<file path="config.mk">
export PLATFORM = sky130hd
export DESIGN_NAME = bus_control_logic
export DESIGN_NICKNAME = d
export VERILOG_FILES = /design/src/rtl/bus_control_logic.sv
export SDC_FILE = /design/constraint.sdc
export NUM_CORES = 1
export LEC_CHECK = 0
export CAP_MARGIN = 20
export CORE_ASPECT_RATIO = 0.9
export CORE_MARGIN = 3
export CORE_UTILIZATION = 39
export CTS_CLUSTER_SIZE = 40
export DETAILED_ROUTE_END_ITERATION = 8
export HOLD_SLACK_MARGIN = 0.05
export PLACE_DENSITY_LB_ADDON = 0.15
export SYNTH_ARGS = -nofsm -noshare
export SYNTH_HDL_FRONTEND = slang
export SYNTH_SLANG_ARGS = --single-unit
</file>
<file path="constraint.sdc">
create_clock -name clock -period 1.2 [get_ports clock]
set_clock_uncertainty 0.2 [all_clocks]
set_input_delay 0.24 -clock clock [delete_from_list [all_inputs] [get_ports clock]]
set_output_delay 0.24 -clock clock [all_outputs]
set_load 0.005 [all_outputs]
</file>
<file path="src/rtl/bus_control_logic.sv">
`default_nettype none
// ============================================================================
//  Module      : bus_control_logic
//  Description : CPU-side bus interface of the 8259 PIC. It samples the
//                asynchronous CS#/RD#/WR#/A0/D pins and latches write data
//                onto internal_data_bus. On each WR# rising edge that ends a
//                captured write, it issues one set of one-clock ICW/OCW write
//                strobes. The strobe is decoded from the latched A0 and data.
//                Ordering of ICW2/3/4 against OCW1 is resolved downstream
//                in the controller.
//
//  Optional feature macro:
//    BUS_INPUT_SYNC_EN  defined   : 2-flop synchronizer on all bus pins
//                                   before the edge logic (+1 clk latency)
//    BUS_INPUT_SYNC_EN  undefined : single sample register
//
//  Ports:
//    clock                          in   system clock, rising edge
//    reset_n                        in   asynchronous active-low reset
//    chip_select_n                  in   CS#, async, active low
//    read_enable_n                  in   RD#, async, active low
//    write_enable_n                 in   WR#, async, active low
//    address                        in   A0
//    data_bus_in                    in   CPU write data
//    internal_data_bus              out  latched write data
//    write_initial_command_word_1   out  ICW1 strobe
//    write_initial_command_word_2_4 out  A0=1 write strobe
//    write_operation_control_word_1 out  A0=1 write strobe (paired)
//    write_operation_control_word_2 out  OCW2 strobe
//    write_operation_control_word_3 out  OCW3 strobe
//    read                           out  CS# and RD# sampled low, WR# high
//
//  Revision    : 1.0  initial release
// ============================================================================
module bus_control_logic #(
    parameter int              DATA_WIDTH = 8,
    parameter logic [DATA_WIDTH-1:0] RESET_DATA = '0
) (
    input  logic                  clock,
    input  logic                  reset_n,
    input  logic                  chip_select_n,
    input  logic                  read_enable_n,
    input  logic                  write_enable_n,
    input  logic                  address,
    input  logic [DATA_WIDTH-1:0] data_bus_in,
    output logic [DATA_WIDTH-1:0] internal_data_bus,
    output logic                  write_initial_command_word_1,
    output logic                  write_initial_command_word_2_4,
    output logic                  write_operation_control_word_1,
    output logic                  write_operation_control_word_2,
    output logic                  write_operation_control_word_3,
    output logic                  read
);

    // Sampled copies of the bus pins as seen by the edge/capture logic.
    logic                  r_cs_s;
    logic                  r_rd_s;
    logic                  r_wr_s;
    logic                  r_a0_s;
    logic [DATA_WIDTH-1:0] r_d_s;

`ifdef BUS_INPUT_SYNC_EN
    // First synchronizer stage. Data and A0 pass through the same number of
    // stages as WR# so that the captured value lines up with the strobe.
    logic                  r_cs_m;
    logic                  r_rd_m;
    logic                  r_wr_m;
    logic                  r_a0_m;
    logic [DATA_WIDTH-1:0] r_d_m;

    always_ff @(posedge clock or negedge reset_n) begin
        if (!reset_n) begin
            r_cs_m <= 1'b1;
            r_rd_m <= 1'b1;
            r_wr_m <= 1'b1;
            r_a0_m <= 1'b0;
            r_d_m  <= '0;
            r_cs_s <= 1'b1;
            r_rd_s <= 1'b1;
            r_wr_s <= 1'b1;
            r_a0_s <= 1'b0;
            r_d_s  <= '0;
        end else begin
            r_cs_m <= chip_select_n;
            r_rd_m <= read_enable_n;
            r_wr_m <= write_enable_n;
            r_a0_m <= address;
            r_d_m  <= data_bus_in;
            r_cs_s <= r_cs_m;
            r_rd_s <= r_rd_m;
            r_wr_s <= r_wr_m;
            r_a0_s <= r_a0_m;
            r_d_s  <= r_d_m;
        end
    end
`else
    always_ff @(posedge clock or negedge reset_n) begin
        if (!reset_n) begin
            r_cs_s <= 1'b1;
            r_rd_s <= 1'b1;
            r_wr_s <= 1'b1;
            r_a0_s <= 1'b0;
            r_d_s  <= '0;
        end else begin
            r_cs_s <= chip_select_n;
            r_rd_s <= read_enable_n;
            r_wr_s <= write_enable_n;
            r_a0_s <= address;
            r_d_s  <= data_bus_in;
        end
    end
`endif

    logic                  r_wr_prev;
    logic                  r_armed;
    logic                  r_a0_q;
    logic [DATA_WIDTH-1:0] r_bus;
    logic                  r_icw1;
    logic                  r_icw24;
    logic                  r_ocw1;
    logic                  r_ocw2;
    logic                  r_ocw3;

    logic w_capture;
    logic w_wr_rise;
    logic w_fire;

    assign w_capture = ~r_cs_s & ~r_wr_s;
    assign w_wr_rise = ~r_wr_prev & r_wr_s;
    // Armed is set while a chip-selected write is in progress, so a CS#
    // release before WR# rises still produces the strobe.
    assign w_fire    = w_wr_rise & r_armed;

    always_ff @(posedge clock or negedge reset_n) begin
        if (!reset_n) begin
            r_wr_prev <= 1'b1;
            r_armed   <= 1'b0;
            r_a0_q    <= 1'b0;
            r_bus     <= RESET_DATA;
            r_icw1    <= 1'b0;
            r_icw24   <= 1'b0;
            r_ocw1    <= 1'b0;
            r_ocw2    <= 1'b0;
            r_ocw3    <= 1'b0;
        end else begin
            r_wr_prev <= r_wr_s;

            // Capture and fire are exclusive: capture needs WR# low, the
            // rising edge needs WR# high.
            if (w_capture) begin
                r_bus   <= r_d_s;
                r_a0_q  <= r_a0_s;
                r_armed <= 1'b1;
            end else if (w_fire) begin
                r_armed <= 1'b0;
            end

            r_icw1  <= w_fire & ~r_a0_q &  r_bus[4];
            r_icw24 <= w_fire &  r_a0_q;
            r_ocw1  <= w_fire &  r_a0_q;
            r_ocw2  <= w_fire & ~r_a0_q & ~r_bus[4] & ~r_bus[3];
            r_ocw3  <= w_fire & ~r_a0_q & ~r_bus[4] &  r_bus[3];
        end
    end

    assign internal_data_bus              = r_bus;
    assign write_initial_command_word_1   = r_icw1;
    assign write_initial_command_word_2_4 = r_icw24;
    assign write_operation_control_word_1 = r_ocw1;
    assign write_operation_control_word_2 = r_ocw2;
    assign write_operation_control_word_3 = r_ocw3;

    // A write in progress masks a simultaneous read.
    assign read = ~r_cs_s & ~r_rd_s & r_wr_s;

endmodule
`default_nettype wire

</file>
======== Word level (Yosys, flattened, before mapping) ========
Index checks and enable logic that the tools add are counted.
operators by class
  muxes and demuxes ....................... 2
  bitwise operators ....................... 18
  reduce and logical (&&, ||, !) cells .... 1
operators by type and width
  operator            count
  1-bit bitwise AND   11
  1-bit inverter      7
  1-bit two-way mux   2
  2-bit nonzero test  1
storage, ports and cells
  output and inout bits ................... 14
  input port bits ......................... 14
  register bits ........................... 27
  word-level logic and storage cells ...... 34

======== Longest topological paths before layout ========
Gate-level depths: netlist of the first run.
  depth in word-level cells ............... 6
  depth in mapped cells ................... 2
  depth with buffers taken out ............ 2

======== Worst setup path after synthesis of the first run ========
No wires, ideal clock.
  path type ............................... reg-to-reg
  from .................................... register r_cs_s
  to ...................................... register r_bus[0], in the netlist internal_data_bus[0]
  period minus slack after synthesis ...... 1.238 ns
  stages on the path, launching flop included .. 3
  path slack .............................. -0.038 ns
  arrival time ............................ 0.913 ns
  data required time ...................... 0.875 ns
  library setup time ...................... 0.125 ns
  path buffers ............................ 0
  cells stage by stage .................... dfstp_2 nor2_4 mux2_2
between the ends
  longest elaborated chain between the ends .. 2
ends and longest elaborated chain
  item                      RTL line  source
  start: declaration        56        logic r_cs_s;
  start signal: assignment  105       r_cs_s <= chip_select_n;
  1-bit inverter            128       assign w_capture = ~r_cs_s & ~r_wr_s;
  1-bit bitwise AND         128
  end signal: assignment    151       r_bus <= r_d_s;
  end: declaration          117       logic [DATA_WIDTH-1:0] r_bus;
No other way between the ends.
A chain may end at the register's enable or synchronous reset.

======== Worst setup path in the final report of the first run ========
  from .................................... register r_wr_s
  to ...................................... output read
between the ends
  longest elaborated chain between the ends .. 1
ends and longest elaborated chain
  item                      RTL line  source
  start: declaration        58        logic r_wr_s;
  start signal: assignment  107       r_wr_s <= write_enable_n;
  1-bit bitwise AND         174       assign read = ~r_cs_s & ~r_rd_s & r_wr_s;
  end: declaration          52        output logic read
No other way between the ends.

==> summary.md, run 1 <==
| Metric | Value |
|---|---|
| Synthesized instance count | ~50 |
| Syn nets | 65 |
| GPL Wtd Cong | between 0.6 and 0.7 |
| Drt total wl | 1340 um |
| Setup Crit Path Kind | flip-flop to output pin |
| Worst setup SP type | flip-flop |
| Seq cells post-synth | 27 |
| CP endpoint kind | output pin |
| Initial Utilization | between 40% and 50% |
| Crit path DAT | 1.12 ns |
| RSZ-0062 raised after global routing | true |
| Count of cell types in the netlist | 14 |
| Total power | between 1.5 and 2 mW |
| Peak VDD IR | 830 uV |
| DR WL/cell | 12.0 um |
| Die area | approximately 2800 um^2 |
| Fmax | roughly 640 MHz |
| Tightest Pin Transition | approximately 0.19 ns |
| Slew Limit Fails | 0 |
| Max stage delay cell, worst path | dfstp_2 |
| Clk sink count | 27 |
| Max-cap violations | 0 |
| Number of port buffers | 27 |
| Leak | ~0.56 nW |
| Core area | 2010 um^2 |
| Sw Ratio | 23.2% |
| Flop pwr share | ~62% |
| Final setup fails | 23 |
| Total number of vias | about 500 |
| Initial drt markers | 3 |
| Final worst path period share | 130% |
| Most frequent cells in the layout | dfrtp_1 (23), buf_2 (14), clkdlybuf4s50_1 (13) |
| R2R Setup Slk | -0.24 ns |
| Root Driver | clkbuf_4 |
| Area Overhead vs Synth | 41.8% |
| Rows | 15 |
| Reg2Reg Depth | 4 |
| Initial antenna violation count | 0 |
| Post-layout min period | 1.56 ns |
| CP required | 0.76 ns |
| Synthesized area per cell | 17.0 um^2 |
| Critical path startpoint | r_wr_s |
| Int Pwr | about 1.3 mW |
| Post-DRT Antenna Nets | 0 |
| Clock buffer count from CTS | 3 |
| Nets | 102 |
| Global-route wire length before repair | 2430 um |
| Max_slew headroom | roughly 87% |
| Combinational share of power | 15.5% |
| Clock share of power | 22.6% |
| Fin worst setup slack | -0.360 ns |
| Hold Fails Final Rpt | 0 |
| CTS H-Tree Depth | 1 |
| Critical register-to-register path endpoint | internal_data_bus[4] |
| IO Count | 28 |
| Crit Path Max Fanout | 2 |
| Chip Height | about 51 um |
| Failing checks | setup timing |
| TritonRoute pass-1 iters | 3 |
| CTS Buffer Depth | 2 |
| Dpl cell area | 1210 um^2 |
| Die width | roughly 56 um |
| Worst-path clk slew | 0.14 ns |
| Total GRT Usage | 11.3% |
| Clock Latency Late Sink | 0.32 ns |
| Reg2Reg Launch Point | r_wr_s |
| Power per Cell Area | roughly 1300 nW/um^2 |
| Sequential area share after synthesis | roughly 78% |
| Commonest non-fill, non-tap cell in the layout | dfrtp_1 |
| Ant diodes | 0 |
| YS warnings | 0 |
| Switching Power | between 0.3 and 0.4 mW |
| Aggregate global routing overflow | 0 |
| Layout cells sized above 1 | 50.6% |
| Outcome | finished, violations left |
| Cell area after layout | about 1200 um^2 |
| Cell area after synthesis | roughly 870 um^2 |
| HP Class | primary input to async pin |
| Largest net degree at the start of global routing | 28 |
| CTS tree | built |
| Vias per cell | 4.45 |
| CP Cell Sequence | nor3b_2 > buf_2 |
| Post-route DRC | 0 |
| Vias in the first global route | 546 |
| Largest stage delay, worst path | roughly 0.55 ns |
==> worst max-delay path by stage <==
stage	endpoint	slack, ns
after floorplan	internal_data_bus[0]	-0.04
after global placement	read	-0.45
after detailed placement	read	-0.44
after CTS	read	-0.38
after global routing	read	-0.44
final	read	-0.36
==> power by group through the flow <==
| stage | sequential [mW] | combinational (mW) | clock (mW) |
|---|---|---|---|
| floorplan | 1.05 | 0.0704 | 0 |
| finish | 1.02 | 0.255 | 0.373 |
| CTS | 1.02 | 0.247 | 0.393 |
| detailed placement | 1.04 | 0.273 | 0 |
| global placement | 1.04 | 0.269 | 0 |
| global route | 1.03 | 0.282 | 0.444 |
==> repair_timing <==
item / in CTS / in global routing
pin swaps: 1 / 1
setup buffers: 2 / 0
endpoints found under the setup margin: 26 / 26
endpoints found under the hold margin: 15 / 15
resized for setup: 58 / 5
==> kinds of logic (layout without fill, tap and decap cells) <==
logic type	after synthesis	after routing	share of synthesized area (%)
flops	27	27	78.4
compound gates	1	1	0.576
mux	9	9	11.7
buf+inv	3	39	1.73
simple gates	11	11	7.64
==> metrics by stage <==
stage	hold WS (ns)	instances	utilization [%]	TNS [ns]	worst slack, ns
after floorplan	-0.256	51	-	-0.373	-0.0379
after global placement	0.256	107	60.4	-3.31	-0.446
after detailed placement	0.265	107	60.4	-3.29	-0.437
after CTS	0.0424	113	60.1	-3.50	-0.384
after global routing	0.0326	112	61.3	-4.65	-0.440
final	0.0466	112	61.3	-3.31	-0.360
==> synth_stat cells (all sizes together) <==
library cell | count | share of area, %
nor2 | 2 | 1.7
nor4 | 2 | 1.4
nor3 | 1 | 0.58
dfstp | 4 | 12
inv | 2 | 0.86
nand2 | 2 | 0.86
nor3b | 1 | 0.86
mux2 | 9 | 12
nand2b | 2 | 1.4
buf | 1 | 0.86
nor2b | 1 | 0.72
a21oi | 1 | 0.58
dfrtp | 23 | 66
==> layout make-up <==
class,instances,area [um^2]
Fill cell,173,777
Inverter,2,7.51
Clock buffer,3,22.5
Clock inverter,1,5.00
Sequential cell,27,681
Multi-Input combinational cell,21,214
Timing Repair Buffer,33,270
Tap cell,25,31.3
==> layer usage <==
metal / vias to the layer above / share of wire, % / track usage [%] / wire length, um
met5: - / 0 / 0 / 0
met1: 240 / 40 / 13.7 / 544
met3: 0 / 9.0 / 3.60 / 121
li1: 238 / - / - / -
met2: 20 / 50 / 18.5 / 678
met4: 0 / 0 / 4.86 / 0
==> critical path, delay by kind of cell (launching register included) <==
family	cells	cell delay, ns
buf+inv	1	0.13
flops	1	0.55
simple gates	1	0.14
Note: power is estimated with default switching activity, not from simulation.
==> run 2: changes to the inputs <==
==> constraint.sdc (replaced) <==
create_clock -name clock -period 1.2 [get_ports clock]
set_clock_uncertainty 0.2 [all_clocks]
set_input_delay 0.36 -clock clock [delete_from_list [all_inputs] [get_ports clock]]
set_output_delay 0.36 -clock clock [all_outputs]
set_load 0.005 [all_outputs]
==> summary.md, run 2 (synthesis results as in run 1) <==
| Metric | Value |
|---|---|
| Outcome | finished, violations left |
| Failing checks | setup timing |
| Final Util | 69.5% |
| Fmax | 592 MHz |
| Vias per cell | around 4.5 |
| Slew Limit Fails | 0 |
| Post-DP HPWL | 982 um |
| Initial Utilization | a little over two fifths |
| Drt total wl | 1490 um |
| CP required | 0.64 ns |
| Worst Hold Slack | 0.196 ns |
| Worst-path clk slew | around 0.14 ns |
| GPL Wtd Cong | 0.666 |
| Commonest non-fill, non-tap cell in the layout | dfrtp_1 |
| Crit path DAT | between 1 and 1.5 ns |
| Fin worst setup slack | -0.490 ns |
| Rows | 15 |
| Power per Cell Area | 1260 nW/um^2 |
| Number of port buffers | 27 |
| Setup Crit Path Kind | flip-flop to output pin |
| Fillers | ~140 |
| Clk sink count | 27 |
| Placed insts | 112 |
| TritonRoute pass-1 iters | 1 |
| Crit Path Max Fanout | 2 |
| Post-layout min period | 1.69 ns |
| Leak | 0.675 nW |
| Root Driver | clkbuf_4 |
| IO Count | 28 |
| Initial drt markers | 0 |
| CTS Buffer Depth | 2 |
| CTS H-Tree Depth | 1 |
| Clock buffer count from CTS | 3 |
| Post-route DRC | 0 |
| Chip Height | about 50 um |
| Total number of vias | 562 |
| Vias in the first global route | 583 |
| Hold Fails Final Rpt | 0 |
| Die width | around 56 um |
| Clock Latency Late Sink | 0.31 ns |
| Total power | ~1.8 mW |
| Final setup fails | 28 |
| Aggregate global routing overflow | 0 |
| CTS tree | built |
| Largest net degree at the start of global routing | 16 |
| DR WL/cell | about 12 um |
| Final worst path period share | 141% |
| Tightest Pin Transition | 0.214 ns |
| Most frequent cells in the layout | dfrtp_1 (23), buf_2 (14), clkdlybuf4s50_1 (13) |
| Global-route wire length before repair | 2530 um |
| Layout cells sized above 1 | 58.0% |
| Core area | 2010 um^2 |
| Max-cap violations | 0 |
| Ant diodes | 0 |
| RSZ-0062 raised after global routing | true |
| Worst setup SP type | flip-flop |
| Die area | 2830 um^2 |
| Total GRT Usage | 11.5% |
| Max_slew headroom | a little under nine tenths |
| Area Overhead vs Synth | 60.7% |
| Initial antenna violation count | 0 |
| Post-DRT Antenna Nets | 0 |
| Peak VDD IR | around 790 uV |
| HP Class | primary input to async pin |
| CP endpoint kind | output pin |
| Cell Count, Final, Fillers Out | 125 |
| Nets | 115 |
-- run 2: cell count changes in the layout (fill, tap and decap cells not counted), moves of 4 or more --
cell    change
mux2_4      +9
mux2_2      -9
buf_6       +4
buf_4       +8
-- run 2: worst paths after layout --
| kind | startpoint | endpoint | slack [ns] | cells past startpoint |
|---|---|---|---|---|
| worst max register to register | r_wr_s | internal_data_bus[0] | -0.26 | 4 |
| min in group clock | chip_select_n | r_cs_s | 0.23 | 1 |
| worst max-delay path | r_wr_s | read | -0.49 | 2 |
| worst min register to register | r_d_s[1] | internal_data_bus[1] | 0.29 | 1 |
| worst min-delay path | reset_n | r_a0_q | 0.20 | 2 |
| max in group asynchronous | reset_n | r_d_s[2] | 0.40 | 2 |
-- run 2: critical path, cell delays in order (launching register included) --
cell and delay (ns):
dfstp_2 0.55, nor3b_2 0.14, buf_2 0.13
-- run 2: routing by layer --
layer	part of all wire, %	vias up	GRT usage, %	wire length [um]
li1	-	269	-	-
met1	41	274	13.0	606
met2	51	19	21.3	760
met3	7.9	0	3.60	118
met4	0	0	2.43	0
met5	0	-	0	0
-- run 2: cell type report --
| type | instances | area [um^2] | share of cell area [%] |
|---|---|---|---|
| well taps | 25 | 31.3 | 2.24 |
| clock buffers | 3 | 22.5 | 1.61 |
| inverters | 2 | 7.51 | 0.538 |
| flip-flops and latches | 27 | 681 | 48.8 |
| repair buffers | 46 | 400 | 28.7 |
| multi-input cells | 21 | 248 | 17.8 |
| clock inverters | 1 | 5.00 | 0.359 |
-- run 2: per-stage QoR --
stage	area, um^2	setup WS, ns	setup TNS, ns
floorplan	888	-0.105	-0.827
global placement	1270	-0.522	-5.14
detailed placement	1270	-0.529	-5.31
CTS	1370	-0.510	-6.79
global route	1400	-0.546	-6.33
finish	1400	-0.490	-5.30
-- run 2: repair_timing --
action / CTS / global route
cloned: 1 / 0
setup endpoints to repair: 25 / 28
setup buffers: 5 / 4
resized for setup: 70 / 5
pin swaps: 2 / 1
hold buffers: 0 / 0
-- run 2: power breakdown --
group          internal (mW)  total [mW]  switching, mW
registers              0.989        1.02         0.0344
clock network          0.124       0.372          0.248
logic                  0.241       0.359          0.118
total                   1.35        1.75          0.400
==> RTL edit (config.mk and constraints of run 2) <==
Register the output `internal_data_bus` once more, with the module's reset; this adds one clock of latency there. The other outputs are not delayed to match.
--- a/src/rtl/bus_control_logic.sv
+++ b/src/rtl/bus_control_logic.sv
@@ -164,5 +164,11 @@
     end
 
-    assign internal_data_bus              = r_bus;
+    always_ff @(posedge clock or negedge reset_n) begin
+        if (!reset_n) begin
+            internal_data_bus <= '0;
+        end else begin
+            internal_data_bus <= r_bus;
+        end
+    end
     assign write_initial_command_word_1   = r_icw1;
     assign write_initial_command_word_2_4 = r_icw24;
Formal check against the unedited RTL: not equivalent (a bounded check fails within 4 cycles, from zero or initial values and one cycle with reset_n low).
==> RTL edit against run 2 <==
The run still ends with negative setup slack left. Sequential cell count grew 8. Synthesized area grew 23%. Worst setup slack gained 0.023 ns. Fmax grew 1.4%. Design area grew 7.5%. Critical path depth is the same. Combinational power shrank 33%. Synthesized cell count grew 9.8%. Wire length grew 9.2%. Total power grew 39%.
==> RTL edit: results <==
{
  "yosys-top-cells-area": "dfrtp_1 73%, dfstp_2 9.9%, mux2_2 9.5%",
  "power_frac_seq_pct": 55.4,
  "synthTopCellsByCount": "31 x dfrtp_1, 9 x mux2_2, 4 x dfstp_2",
  "p_switching_w": 0.000502,
  "violations": "negative setup slack",
  "topRoutingLayerUsed": "met4",
  "status": "complete, but fails checks",
  "wl_mm": 1.62,
  "hold_class": "flip-flop to flip-flop",
  "grtUsageMet2_pct": 17.1,
  "finalWeightedCongestion": 0.625,
  "grt_util_met1_pct": 15.0,
  "cts_max_level": 2,
  "grt_pass1_wl_mm": 2.82,
  "max_stage_delay_ns": 0.53,
  "hpwl_mm": 1.14,
  "hold_depth": 0,
  "grt_usage_pct": 11.9,
  "dp.cells": 114,
  "worst_slack_ns": -0.467,
  "setup_viol": 25,
  "first_pass_iters": 4,
  "drtIter0Drc": 6,
  "synth-seq-area-share_pct": 82.7,
  "muxShareOfSynthArea_pct": 9.52,
  "synth_compound_area_share_pct": 0.470,
  "power_w": 0.00245,
  "dr_wl_met3_um": 119,
  "syn_area_per_cell_um2": 19.0,
  "final_cells": 124,
  "via_per_inst": 4.70,
  "peakVddDrop_v": 0.00102,
  "fin_hold_ws_ns": 0.174,
  "clk_pin_slew_ns": 0.10,
  "syn_nets": 70,
  "grt_pass1_vias": 638,
  "cts_buffers": 5,
  "wl_met1_um": 642,
  "place_ws_ns": -0.523,
  "drive_gt1_share_pct": 49.0,
  "tightest_slew_ns": 0.232
}
-- RTL edit: cell type report --
class	instances	area [um^2]
fill	210	1030
sequential	35	881
timing repair buffer	33	268
multi-input combinational	19	226
clock buffer	6	51.3
clock inverter	2	35.0
tap	28	35.0
inverter	1	3.75
-- RTL edit: path summary, 6_finish.rpt --
| kind | end |
|---|---|
| min in group asynchronous | r_bus[5] |
| hold / removal | internal_data_bus[6] |
| hold reg to reg | internal_data_bus[6] |
| max in group asynchronous | r_d_s[7] |
| setup / recovery | read |
| setup reg to reg | r_bus[1] |
-- RTL edit: timing repair --
action,4_1_cts,5_1_grt
pin swaps,3,0
hold endpoints to repair,35,0
resized for setup,60,1
hold buffers,1,0
buffers inserted,2,0
endpoints found under the setup margin,26,28
-- RTL edit: kinds of logic after synthesis --
logic type / count (synthesis)
buffers and inverters: 2
AO/OA/AOI/OAI: 1
AND/OR/NAND/NOR: 9
flip-flops: 35
multiplexers: 9
